==> src/rtl/mem_loader.sv <==
// mem_loader: streams host bytes into a RAM and optionally reads them back to verify a checksum
module mem_loader #(
  parameter bit VERIFY_EN = 1'b1
) (
  input  logic       clk,
  input  logic       rst,
  input  logic       start,
  input  logic [7:0] base,
  input  logic [7:0] count,
  input  logic       in_valid,
  input  logic [7:0] in_data,
  output logic       in_ready,
  output logic [7:0] addr,
  output logic [7:0] data_out,
  output logic       wren,
  output logic       rden,
  input  logic [7:0] q,
  output logic       busy,
  output logic       done,
  output logic       err,
  output logic [7:0] checksum
);
  typedef enum logic [2:0] {IDLE, WRITE, VRD, VACC, VCHK, DONE} state_t;
  state_t state_q, state_d;
  logic [7:0] ptr_q, ptr_d, sum_q, sum_d, rsum_q, rsum_d, base_q, base_d;
  logic [8:0] rem_q, rem_d, cnt_q, cnt_d;
  logic err_q, err_d, hs, last;
  assign hs = (state_q == WRITE) && in_valid;
  assign last = rem_q == 9'd1;
  assign err = err_q;
  assign checksum = sum_q;
  // state and datapath registers, cleared asynchronously by active-low rst
  always_ff @(posedge clk or negedge rst) begin
    if (!rst) begin
      state_q <= IDLE;
      ptr_q   <= 8'd0;
      rem_q   <= 9'd0;
      sum_q   <= 8'd0;
      rsum_q  <= 8'd0;
      err_q   <= 1'b0;
      base_q  <= 8'd0;
      cnt_q   <= 9'd0;
    end else begin
      state_q <= state_d;
      ptr_q   <= ptr_d;
      rem_q   <= rem_d;
      sum_q   <= sum_d;
      rsum_q  <= rsum_d;
      err_q   <= err_d;
      base_q  <= base_d;
      cnt_q   <= cnt_d;
    end
  end
  // next-state: write phase, optional two-cycle-per-byte read-back, check, done pulse
  always_comb begin
    state_d = state_q;
    case (state_q)
      IDLE:    state_d = start ? WRITE : IDLE;
      WRITE:   if (hs && last) state_d = VERIFY_EN ? VRD : DONE;
      VRD:     state_d = VACC;
      VACC:    state_d = last ? VCHK : VRD;
      VCHK:    state_d = DONE;
      default: state_d = IDLE;
    endcase
  end
  // datapath: pointer/remaining count, write sum, read-back sum and mismatch flag
  always_comb begin
    ptr_d  = ptr_q;
    rem_d  = rem_q;
    sum_d  = sum_q;
    rsum_d = rsum_q;
    err_d  = err_q;
    base_d = base_q;
    cnt_d  = cnt_q;
    case (state_q)
      IDLE: if (start) begin
        base_d = base;
        cnt_d  = {count == 8'd0, count};
        ptr_d  = base;
        rem_d  = {count == 8'd0, count};
        sum_d  = 8'd0;
        rsum_d = 8'd0;
        err_d  = 1'b0;
      end
      WRITE: if (hs) begin
        ptr_d = last ? base_q : ptr_q + 8'd1;
        rem_d = last ? cnt_q : rem_q - 9'd1;
        sum_d = sum_q + in_data;
      end
      VACC: begin
        rsum_d = rsum_q + q;
        ptr_d  = ptr_q + 8'd1;
        rem_d  = rem_q - 9'd1;
      end
      VCHK: err_d = sum_q != rsum_q;
      default: ;
    endcase
  end
  // outputs: write bus is combinational on the host byte, buses idle at zero otherwise
  always_comb begin
    in_ready = state_q == WRITE;
    wren     = hs;
    rden     = state_q == VRD;
    addr     = (state_q == WRITE || state_q == VRD || state_q == VACC) ? ptr_q : 8'd0;
    data_out = (state_q == WRITE) ? in_data : 8'd0;
    busy     = state_q != IDLE;
    done     = state_q == DONE;
  end
endmodule

==> config.mk <==
export PLATFORM = sky130hd
export DESIGN_NAME = mem_loader
export DESIGN_NICKNAME = d
export VERILOG_FILES = /design/src/rtl/mem_loader.sv
export SDC_FILE = /design/constraint.sdc
export NUM_CORES = 1
export LEC_CHECK = 0
export BUFFER_PORTS_ARGS = -buffer_cell sky130_fd_sc_hd__buf_2
export CAP_MARGIN = 5
export CELL_PAD_IN_SITES_DETAIL_PLACEMENT = 1
export CELL_PAD_IN_SITES_GLOBAL_PLACEMENT = 1
export CORE_MARGIN = 2
export CORE_UTILIZATION = 44
export DETAILED_ROUTE_END_ITERATION = 10
export PLACE_DENSITY_LB_ADDON = 0.1
export SLEW_MARGIN = 10
export SYNTH_ARGS = -nofsm -noshare
export SYNTH_HDL_FRONTEND = slang
export SYNTH_SLANG_ARGS = --single-unit
==> constraint.sdc <==
create_clock -name clk -period 3.5 [get_ports clk]
set_clock_uncertainty 0.1 [all_clocks]
set_input_delay 1.05 -clock clk [delete_from_list [all_inputs] [get_ports clk]]
set_output_delay 1.05 -clock clk [all_outputs]
set_load 0.02 [all_outputs]
# Yosys cells after proc, flatten, opt, wreduce, memory -nomap -nowiden
# Index checks and enable logic that the tools add are counted.
[word_totals] regBits=54 latchBits=0 mem_bits_rw=0 mem_bits_ro=0 inputBits=36 out_inout_bits=30 wordCells=58 mem_count=0
[classes] addsub=4 multipliers=0 div=0 n_lt_le_gt_ge=0 n_eq_ne=10 n_shift=0 muxes=20 n_bitwise=0 n_reduce_logical=16
[ops] operator="$mux 8" n=7
[ops] operator="$pmux 8 s2" n=2
[ops] operator="$mux 9" n=3
[ops] operator="$pmux 9 s3" n=1
[ops] operator="$pmux 8 s3" n=1
[ops] operator="$add 8x8->8" n=2
[ops] operator="$pmux 3 s5" n=1
[ops] operator="$eq 9x1->1 const B" n=1
[ops] operator="$sub 9x1->9 const B" n=1
[ops] operator="$add 8x1->8 const B" n=1
[ops] operator="$logic_not 8->1" n=1
[ops] operator="$ne 8x8->1" n=1
[ops] operator="$eq 3x2->1 const B" n=2
[ops] operator="$eq 3x3->1 const B" n=2
[ops] operator="$mux 3" n=2
[ops] operator="$reduce_and 2->1" n=3
[ops] operator="$reduce_and 3->1" n=2
[ops] operator="$reduce_bool 2->1" n=3
[ops] operator="$reduce_bool 3->1" n=2
[ops] operator="$ne 2x1->1 const B" n=2
[ops] operator="$eq 3x1->1 const B" n=1
[ops] operator="$logic_not 3->1" n=1
[ops] operator="$logic_and 1x1->1" n=2
[ops] operator="$logic_or 1x1->1" n=2
[ops] operator="3 further kinds" n=4

# Longest topological paths before layout
# Gate-level depths: netlist of run 1.
[logic_depth] ltp_word=5 mapped_depth=9 mapped_depth_nobuf=8

# Worst setup path before layout of run 1
# OpenSTA, ideal clock, no wires.
[synth_path] kind="reg2out" from="register state_q[0]" to="output port wren" t_arrival_ns=1.540 required_time_ns=2.350 slack_ns=0.810 path_stages_with_launch=6 n_path_buf=1 path_cell_list="dfrtp_1 clkbuf_1 nand2b_1 nor2_1 nand2_1 inv_2"
[synth_between] elab_chain_cells=2
[synth_rtl] element="start: declaration" line="24" source="state_t state_q, state_d;"
[synth_rtl] element="start signal: assignment" line="44" source="state_q <= state_d;"
[synth_rtl] element="$eq 3x1->1"
[synth_rtl] element="via in_ready" line="12" source="output logic in_ready,"
[synth_rtl] element="$logic_and 1x1->1" line="28" source="assign hs = (state_q == WRITE) && in_valid;"
[synth_rtl] element="end: declaration" line="15" source="output logic wren,"
# The timed path passes the listed nets, and every way through them passes these cells.

# Worst setup path after layout of run 1
[layout_path] from="register state_q[0]" to="output port wren"
[layout_between] elab_chain_cells=2
[layout_rtl] element="$eq 3x1->1" line="28"
[layout_rtl] element="$logic_and 1x1->1" line="28"
# Every way passes these cells.

==> results of run 1 <==
## kinds of logic after synthesis
family / after synthesis
fa+ha+maj: 19
mux: 1
xor+xnor: 19
buf+inv: 32
simple gates: 187
compound gates: 107
flops: 54
## stage by stage
step / hold WS, ns / cell area [sq um] / power (mW) / cells / util (%)
finish: 0.389 / 3980 / 3.54 / 588 / 52.0
global route: 0.425 / 3980 / 3.86 / 588 / 52.0
CTS: 0.394 / 3980 / 3.56 / 588 / 52.0
detailed placement: 0.371 / 3900 / 3.20 / 581 / 51.0
global placement: 0.358 / 3900 / 3.10 / 581 / 51.0
floorplan: 0.346 / 3420 / 2.57 / 419 / -
## routing by layer
metal	up-vias	part of all wire (%)	track usage [%]	wire length [um]
met2	61	51	46.3	5060
met1	1655	45	31.8	4450
li1	1594	-	-	-
met4	0	1.2	5.22	120
met3	11	3.4	2.96	343
met5	-	0	0	0
## report_power, final
part,internal (mW),switching [mW]
combinational,0.783,1.22
sequential,0.905,0.287
clock,0.138,0.213
## synthesized netlist by cell type (12+ instances only)
cell type,count
ha_1,17
xnor2_1,15
o21ai_1,18
dfrtp_1,54
nor2_1,28
a21oi_1,27
nand3_1,26
nand2_1,84
and2_1,15
inv_1,14
o21ai_0,30
clkbuf_1,12
## final timing paths
kind | end | slack (ns)
max in group asynchronous | base_q[3]$_DFFE_PN0P_ | 2.05
min in group asynchronous | cnt_q[5]$_DFFE_PN0P_ | 0.64
worst max-delay path | wren | 0.36
worst max register to register | rem_q[5]$_DFFE_PN0P_ | 0.84
worst min register to register | base_q[3]$_DFFE_PN0P_ | 0.39
worst min-delay path | base_q[3]$_DFFE_PN0P_ | 0.39
## final cells by class
class	count	area (sq um)
Clock buffer	6	72.6
Fill cell	980	3670
Sequential cell	54	1350
Timing Repair Buffer	77	428
Multi-Input combinational cell	333	1940
Clock inverter	1	7.51
Inverter	15	56.3
Tap cell	102	128
## critical path, delay by kind of cell, from the launching register on
family / cells / cell delay, ns
simple gates: 3 / 0.89
flops: 1 / 0.51
buf+inv: 2 / 0.28
## sequential cells by signal, indices dropped and copies added, names as in the netlist
| name | cells |
|---|---|
| cnt_q | 9 |
| ptr_q | 8 |
| checksum | 8 |
| rem_q | 9 |
| state_q | 3 |
| rsum_q | 8 |
| err | 1 |
| base_q | 8 |
## cell usage in the layout (no fill, tap or decap), types with 15 or more instances in the layout
cell type	netlist	layout
nand2_1	84	84
buf_2	1	65
dfrtp_1	54	54
o21ai_0	30	30
nor2_1	28	28
a21oi_1	27	27
nand3_1	26	26
o21ai_1	18	18
ha_1	17	17
and2_1	15	15
xnor2_1	15	15
==> results_dict.tcl, run 1 <==
set metrics [dict create \
    peakVddDrop_mv 0.357 \
    rsz0062_at_grt "no" \
    nets 541 \
    synth_top_family_by_area "simple AND/OR/NAND/NOR gates" \
    final_antenna_net_count 0 \
    diodes 0 \
    synthAdderAreaFrac_pct 7.38 \
    worst_slew_pin_slew_ns 0.740 \
    wl_per_cell_um 17.0 \
    port_buffers 65 \
    grt_pass1_vias 3580 \
    drt_iter0_markers 141 \
    setup_total_negative_slack_ns 0 \
    crit_path_max_incr_delay_ns 0.53 \
    critPathLaunch "state_q[0]$_DFFE_PN0P_" \
    cts_tree "done" \
    worst_slack_ns 0.365 \
    syn_avg_cell_area_sq_um 8.17 \
    dpl.hpwl_mm 7.49 \
    dieArea_sq_um 8500 \
    root_buffer "clkbuf_8" \
    drive_gt1_share_pct 18.1 \
    crit_path_cell_trace "nand2b_1 > nor2_1 > nand2_1 > inv_2 > buf_2" \
    synth_edf_count 0 \
    dr.pass1.iters 4 \
    die_height_um 92.2 \
    synth_top_cell_area_share_pct 39.5 \
    cp_data_required_time_ns 2.35 \
    wl_mm 9.97 \
    synth-seq-cells 54 \
    synth_seq_area_share_pct 39.5 \
    grt_overflow_total 0 \
    r2r-start "rem_q[1]$_DFFE_PN0P_" \
    io_pins 66 \
    vias 3321 \
    hold_path.class "flip-flop to flip-flop" \
    arrival_ns 1.99 \
    ys.warnings.count 0 \
    clk_path_buf_depth 2 \
    netlist_instances 419 \
    end_kind "primary output" \
    yosys.area_share.simple_pct 25.6 \
    synth.area.top_cells "dfrtp_1, nand2_1, ha_1" \
    via_per_inst 5.65 \
    synth_compound_area_share_pct 18.4 \
    chipWidth_um 92.2 \
    synth_mux_area_share_pct 0.292 \
    dp_slack_ns 0.573 \
    ff2ff_path_depth 8 \
    groute.usage.overall_pct 25.2 \
    cpMaxStageDelayCell "nor2_1" \
    cts_buffers 5 \
    clock_latency_ns 0.31 \
    synth_xor_area_share_pct 4.86 \
    initial_core_util_pct 44.8 \
    cts_hold_buf 0 \
    drv_cap 0 \
    powerDensity_nw_per_um2 891 \
    critPathMaxFanout 10 \
    holdPathStages 2 \
    grt_max_degree 30 \
    syn_area_sq_um 3420 \
    slew_violations 0 \
    synthesis.nets 474 \
    synthFlopType "dfrtp_1" \
    path_class "flip-flop to primary output" \
    period_needed_ns 3.14 \
    critPathLaunchType "flip-flop" \
    synth_top_area_cell "dfrtp_1" \
    synth_cell_type_count 50 \
    place_congestion 0.834 \
    fmax_mhz 319 \
    rows 32 \
    remaining_drc_errors 0 \
    outcome "completed" \
    min_from "base_q[3]$_DFFE_PN0P_" \
    clk_pin_slew_ns 0.09 \
    antenna_found_initial 0 \
    cts-htree-levels 2 \
    core-area_sq_um 7650 \
    slew_headroom_pct 50.5 \
    setup_viol 0 \
    cts_resized 0 \
    finalHoldViolCount 0 \
    cts.sinks 54 \
    synthArstFlopShare_pct 100 \
    leakagePower_nw 1.92 \
    area_delta_synth_final_pct 16.2 \
    grt_pass1_wl_mm 17.2 \
    postCtsSetupRepairBufs 0 \
    period_share_pct 89.6 \
]
No activity file was read; power rests on OpenSTA's default activity.
==> inputs of run 2 (changes only) <==
--- a/config.mk
+++ b/config.mk
@@ -13,5 +13,5 @@
 export CORE_UTILIZATION = 44
 export DETAILED_ROUTE_END_ITERATION = 10
-export PLACE_DENSITY_LB_ADDON = 0.1
+export PLACE_DENSITY_LB_ADDON = 0.15
 export SLEW_MARGIN = 10
 export SYNTH_ARGS = -nofsm -noshare
==> constraint.sdc (replaced) <==
create_clock -name clk -period 3.5 [get_ports clk]
set_clock_uncertainty 0.1 [all_clocks]
set_input_delay 1.05 -clock clk [delete_from_list [all_inputs] [get_ports clk]]
set_output_delay 1.05 -clock clk [all_outputs]
set_load 0.1 [all_outputs]
==> run 2 against run 1 <==
Net effect:
- count of clock-buffer cells in the layout stayed put
- critical path depth is 1 lower
- clock power is 3% higher
- critical endpoint is now data_out[3]
- highest routed layer unchanged
==> results_dict.tcl, run 2 (synthesis gave the netlist of run 1 again) <==
set metrics [dict create \
    met2_wirelength_mm 5.56 \
    grt_pass1_vias 3581 \
    final_cell_mix "nand2_1, buf_2, dfrtp_1, o21ai_0" \
    outcome "completed" \
    worst_slew_pin_slew_ns 0.766 \
    antenna_found_initial 0 \
    chipWidth_um 92.2 \
    rsz0062_at_grt "no" \
    rows 32 \
    cts.sinks 54 \
    die_height_um 92.2 \
    drt_iter0_markers 110 \
    critPathLaunchType "flip-flop" \
    multiInputGateArea_sq_um 1940 \
    clk_path_buf_depth 2 \
    cts-htree-levels 2 \
    peakVddDrop_mv 0.515 \
    nets 542 \
    critPathMaxFanout 15 \
    worst_slack_ns 0.240 \
    wl_per_cell_um 17.8 \
    regArea_sq_um 1350 \
    cts_tree "done" \
    cts_hold_buf 0 \
    arrival_ns 2.11 \
    clock_latency_ns 0.31 \
    layout_commonest_cell "nand2_1" \
    slew_headroom_pct 48.8 \
    met1_length_mm 4.48 \
    vias 3372 \
    port_buffers 65 \
    p_total_mw 4.43 \
    clk_pin_slew_ns 0.11 \
    grt_max_degree 36 \
    io_pins 66 \
    leakagePower_nw 1.93 \
    diodes 0 \
    place_congestion 0.810 \
    final_antenna_net_count 0 \
    setup_viol 0 \
    core-area_sq_um 7650 \
    period_needed_ns 3.26 \
    reg_top3 "cnt_q: 9 flops, rem_q: 9 flops" \
    area_delta_synth_final_pct 16.9 \
    dr.pass1.iters 4 \
    dpl.hpwl_mm 7.74 \
    cp_data_required_time_ns 2.35 \
    slew_violations 0 \
    postLayoutCellArea_sq_um 4000 \
    dieArea_sq_um 8500 \
    initial_core_util_pct 44.8 \
    drv_cap 0 \
    cts_buffers 5 \
    via_per_inst 5.72 \
    powerDensity_nw_per_um2 1110 \
    wl_mm 10.5 \
    fmax_mhz 307 \
    end_kind "primary output" \
    place_area_sq_um 3920 \
    hold_path.class "flip-flop to flip-flop" \
    dp_slack_ns 0.566 \
    path_class "flip-flop to primary output" \
    highest_layer "met4" \
    fin_util_pct 52.3 \
    fin_hold_ws_ns 0.384 \
    dr_wl_met3_um 377 \
    cts_resized 0 \
    grt_pass1_wl_mm 17.6 \
    postCtsSetupRepairBufs 0 \
    root_buffer "clkbuf_8" \
    drive_gt1_share_pct 18.6 \
    groute.usage.overall_pct 26.1 \
    remaining_drc_errors 0 \
    period_share_pct 93.1 \
    fill_cells 981 \
    grt_overflow_total 0 \
    finalHoldViolCount 0 \
]
[run 2: cell count changes in the layout (fill, tap and decap cells not counted), sizes merged]
cell	delta
clkinv	+2
buf	+1
clkinvlp	-1
[run 2: power by group]
group          leakage, nW  internal [mW]  switching [mW]  total [mW]
combinational         1.22          0.796            2.04        2.84
sequential           0.670          0.904           0.323        1.23
clock               0.0452          0.142           0.218       0.361
[run 2: path summary, 6_finish.rpt]
kind	from	end	slack (ns)	cells after the start
setup reg to reg	rem_q[1]$_DFFE_PN0P_	rem_q[5]$_DFFE_PN0P_	0.92	8
hold / removal	cnt_q[5]$_DFFE_PN0P_	cnt_q[5]$_DFFE_PN0P_	0.38	2
min in group asynchronous	rst	cnt_q[5]$_DFFE_PN0P_	0.60	2
max in group asynchronous	rst	checksum[0]$_DFFE_PN0P_	2.26	2
hold reg to reg	cnt_q[5]$_DFFE_PN0P_	cnt_q[5]$_DFFE_PN0P_	0.38	2
setup / recovery	state_q[1]$_DFFE_PN0P_	data_out[3]	0.24	4
[run 2: final cells by class]
type	count	area share, %
clock inverters	2	0.344
well taps	102	3.19
clock buffers	6	1.81
flip-flops and latches	54	33.8
repair buffers	78	10.9
multi-input cells	333	48.5
inverters	15	1.41
[run 2: metal layers]
metal	vias up	GRT usage, %
met4	0	6.34
met1	1694	32.6
met3	12	2.96
met2	70	47.8
li1	1596	-
met5	-	0
[run 2: per-stage QoR]
stage          TNS, ns  instances
6_report             0        590
2_1_floorplan    -1.19        419
4_1_cts              0        590
3_3_place_gp         0        582
3_5_place_dp         0        582
5_1_grt              0        590
[run 2: critical path: stages (launching register included)]
cell      delay (ns)
dfrtp_1         0.60
nand2b_1        0.35
nor2_4          0.27
and2_1          0.17
buf_2           0.42
==> inputs of run 3 (changes only) <==
- PLACE_DENSITY: not set -> 0.85
- PLACE_DENSITY_LB_ADDON: 0.15 -> not set
==> run 3 against run 2 <==
Net effect:
- power rose by 1.1%
- critical path depth rose by 1
- first-iteration DRC count rose by 57%
- non-clock buffer count fell by 2
- clock power rose by 19%
- sequential power barely moved
- hold slack improved by 0.0033 ns
- cell count fell by 0.34%
==> results_dict.tcl, run 3 (synthesis gave the netlist of run 1 again) <==
set metrics [dict create \
    outcome "completed" \
    final_cell_mix "nand2_1, buf_2, dfrtp_1, o21ai_0" \
    core-area_sq_um 7650 \
    groute.usage.overall_pct 26.3 \
    cp_data_required_time_ns 2.35 \
    cts_buffers 5 \
    initial_core_util_pct 44.8 \
    period_share_pct 90.5 \
    remaining_drc_errors 0 \
    chipWidth_um 92.2 \
    hold_path.class "flip-flop to flip-flop" \
    fill_cells 993 \
    cts-htree-levels 2 \
    grt_pass1_wl_mm 17.8 \
    clock_latency_ns 0.32 \
    layout_commonest_cell "nand2_1" \
    area_delta_synth_final_pct 17.1 \
    placedCellCount 580 \
    fin_hold_ws_ns 0.387 \
    place_area_sq_um 3900 \
    drv_cap 0 \
    worst_slew_pin_slew_ns 0.802 \
    dr.pass1.iters 6 \
    io_pins 66 \
    clk_path_buf_depth 2 \
    postCtsSetupRepairBufs 0 \
    final_antenna_net_count 0 \
    final_cells 588 \
    dieArea_sq_um 8500 \
    r2r-start "rem_q[1]$_DFFE_PN0P_" \
    fin_util_pct 52.4 \
    clk_pin_slew_ns 0.11 \
    critPathLaunch "state_q[0]$_DFFE_PN0P_" \
    path_class "flip-flop to primary output" \
    critPathLaunchType "flip-flop" \
    critPathMaxFanout 10 \
    port_buffers 65 \
    slew_violations 0 \
    wl_mm 10.5 \
    place_congestion 0.799 \
    die_height_um 92.2 \
    arrival_ns 2.02 \
    antenna_found_initial 0 \
    cts.sinks 54 \
    rsz0062_at_grt "no" \
    cts_hold_buf 0 \
    drt_iter0_markers 173 \
    via_per_inst 5.75 \
    finalHoldViolCount 0 \
    min_from "cnt_q[1]$_DFFE_PN0P_" \
    slew_headroom_pct 46.4 \
    peakVddDrop_mv 0.769 \
    cts_resized 0 \
    vias 3383 \
    period_needed_ns 3.17 \
    worst_slack_ns 0.331 \
    fmax_mhz 316 \
    rows 32 \
    diodes 0 \
    nets 540 \
    setup_viol 0 \
    reg_top3 "cnt_q: 9 flops, rem_q: 9 flops" \
    grt_overflow_total 0 \
    grt_pass1_vias 3589 \
    end_kind "primary output" \
    wl_per_cell_um 17.9 \
    postLayoutCellArea_sq_um 4010 \
    dpl.hpwl_mm 7.86 \
    leakagePower_nw 1.93 \
    drive_gt1_share_pct 18.3 \
    root_buffer "clkbuf_8" \
    grt_max_degree 29 \
    dp_slack_ns 0.507 \
    cts_tree "done" \
    powerDensity_nw_per_um2 1120 \
]
-- run 3: cell types whose count changed in the layout (fill, tap and decap cells not counted), sizes merged --
cell / change
buf: -2
bufinv: +1
clkinv: -2
clkinvlp: +1
-- run 3: critical path, cell delays in order (launching register included) --
cell and delay [ns]:
dfrtp_1 0.54, nand2b_1 0.26, nor2_4 0.25, nand2_1 0.12, inv_2 0.09, buf_2 0.43
-- run 3: final cells by class --
cell class,instances,area (sq um),area share [%]
multi-input combinational,333,1940,48.5
tap,102,128,3.18
sequential,54,1350,33.7
clock buffer,6,72.6,1.81
timing repair buffer,76,420,10.5
clock inverter,2,37.5,0.936
inverter,15,56.3,1.40
-- run 3: power breakdown --
part | internal [mW] | switching [mW] | leakage [nW] | total [mW]
Clock | 0.214 | 0.215 | 0.0514 | 0.429
Combinational | 0.782 | 2.07 | 1.21 | 2.85
Sequential | 0.905 | 0.294 | 0.670 | 1.20
-- run 3: final timing paths --
kind | end | slack [ns] | cells past startpoint
min in group asynchronous | cnt_q[7]$_DFFE_PN0P_ | 0.65 | 1
setup reg to reg | rem_q[5]$_DFFE_PN0P_ | 0.94 | 8
max in group asynchronous | checksum[2]$_DFFE_PN0P_ | 2.05 | 2
setup / recovery | wren | 0.33 | 5
hold / removal | cnt_q[1]$_DFFE_PN0P_ | 0.39 | 2
hold reg to reg | cnt_q[1]$_DFFE_PN0P_ | 0.39 | 2
-- run 3: layer usage --
layer	track usage, %	vias up	wire, um
met5	0	-	0
met4	7.96	0	269
met3	3.94	23	321
met2	48.4	71	5540
met1	31.4	1698	4390
li1	-	1591	-
-- run 3: metrics by stage --
step / total power, mW / TNS, ns
final: 4.48 / 0
after global placement: 3.91 / 0
after global routing: 4.79 / 0
after floorplan: 3.45 / -1.19
after detailed placement: 4.05 / 0
after CTS: 4.49 / 0
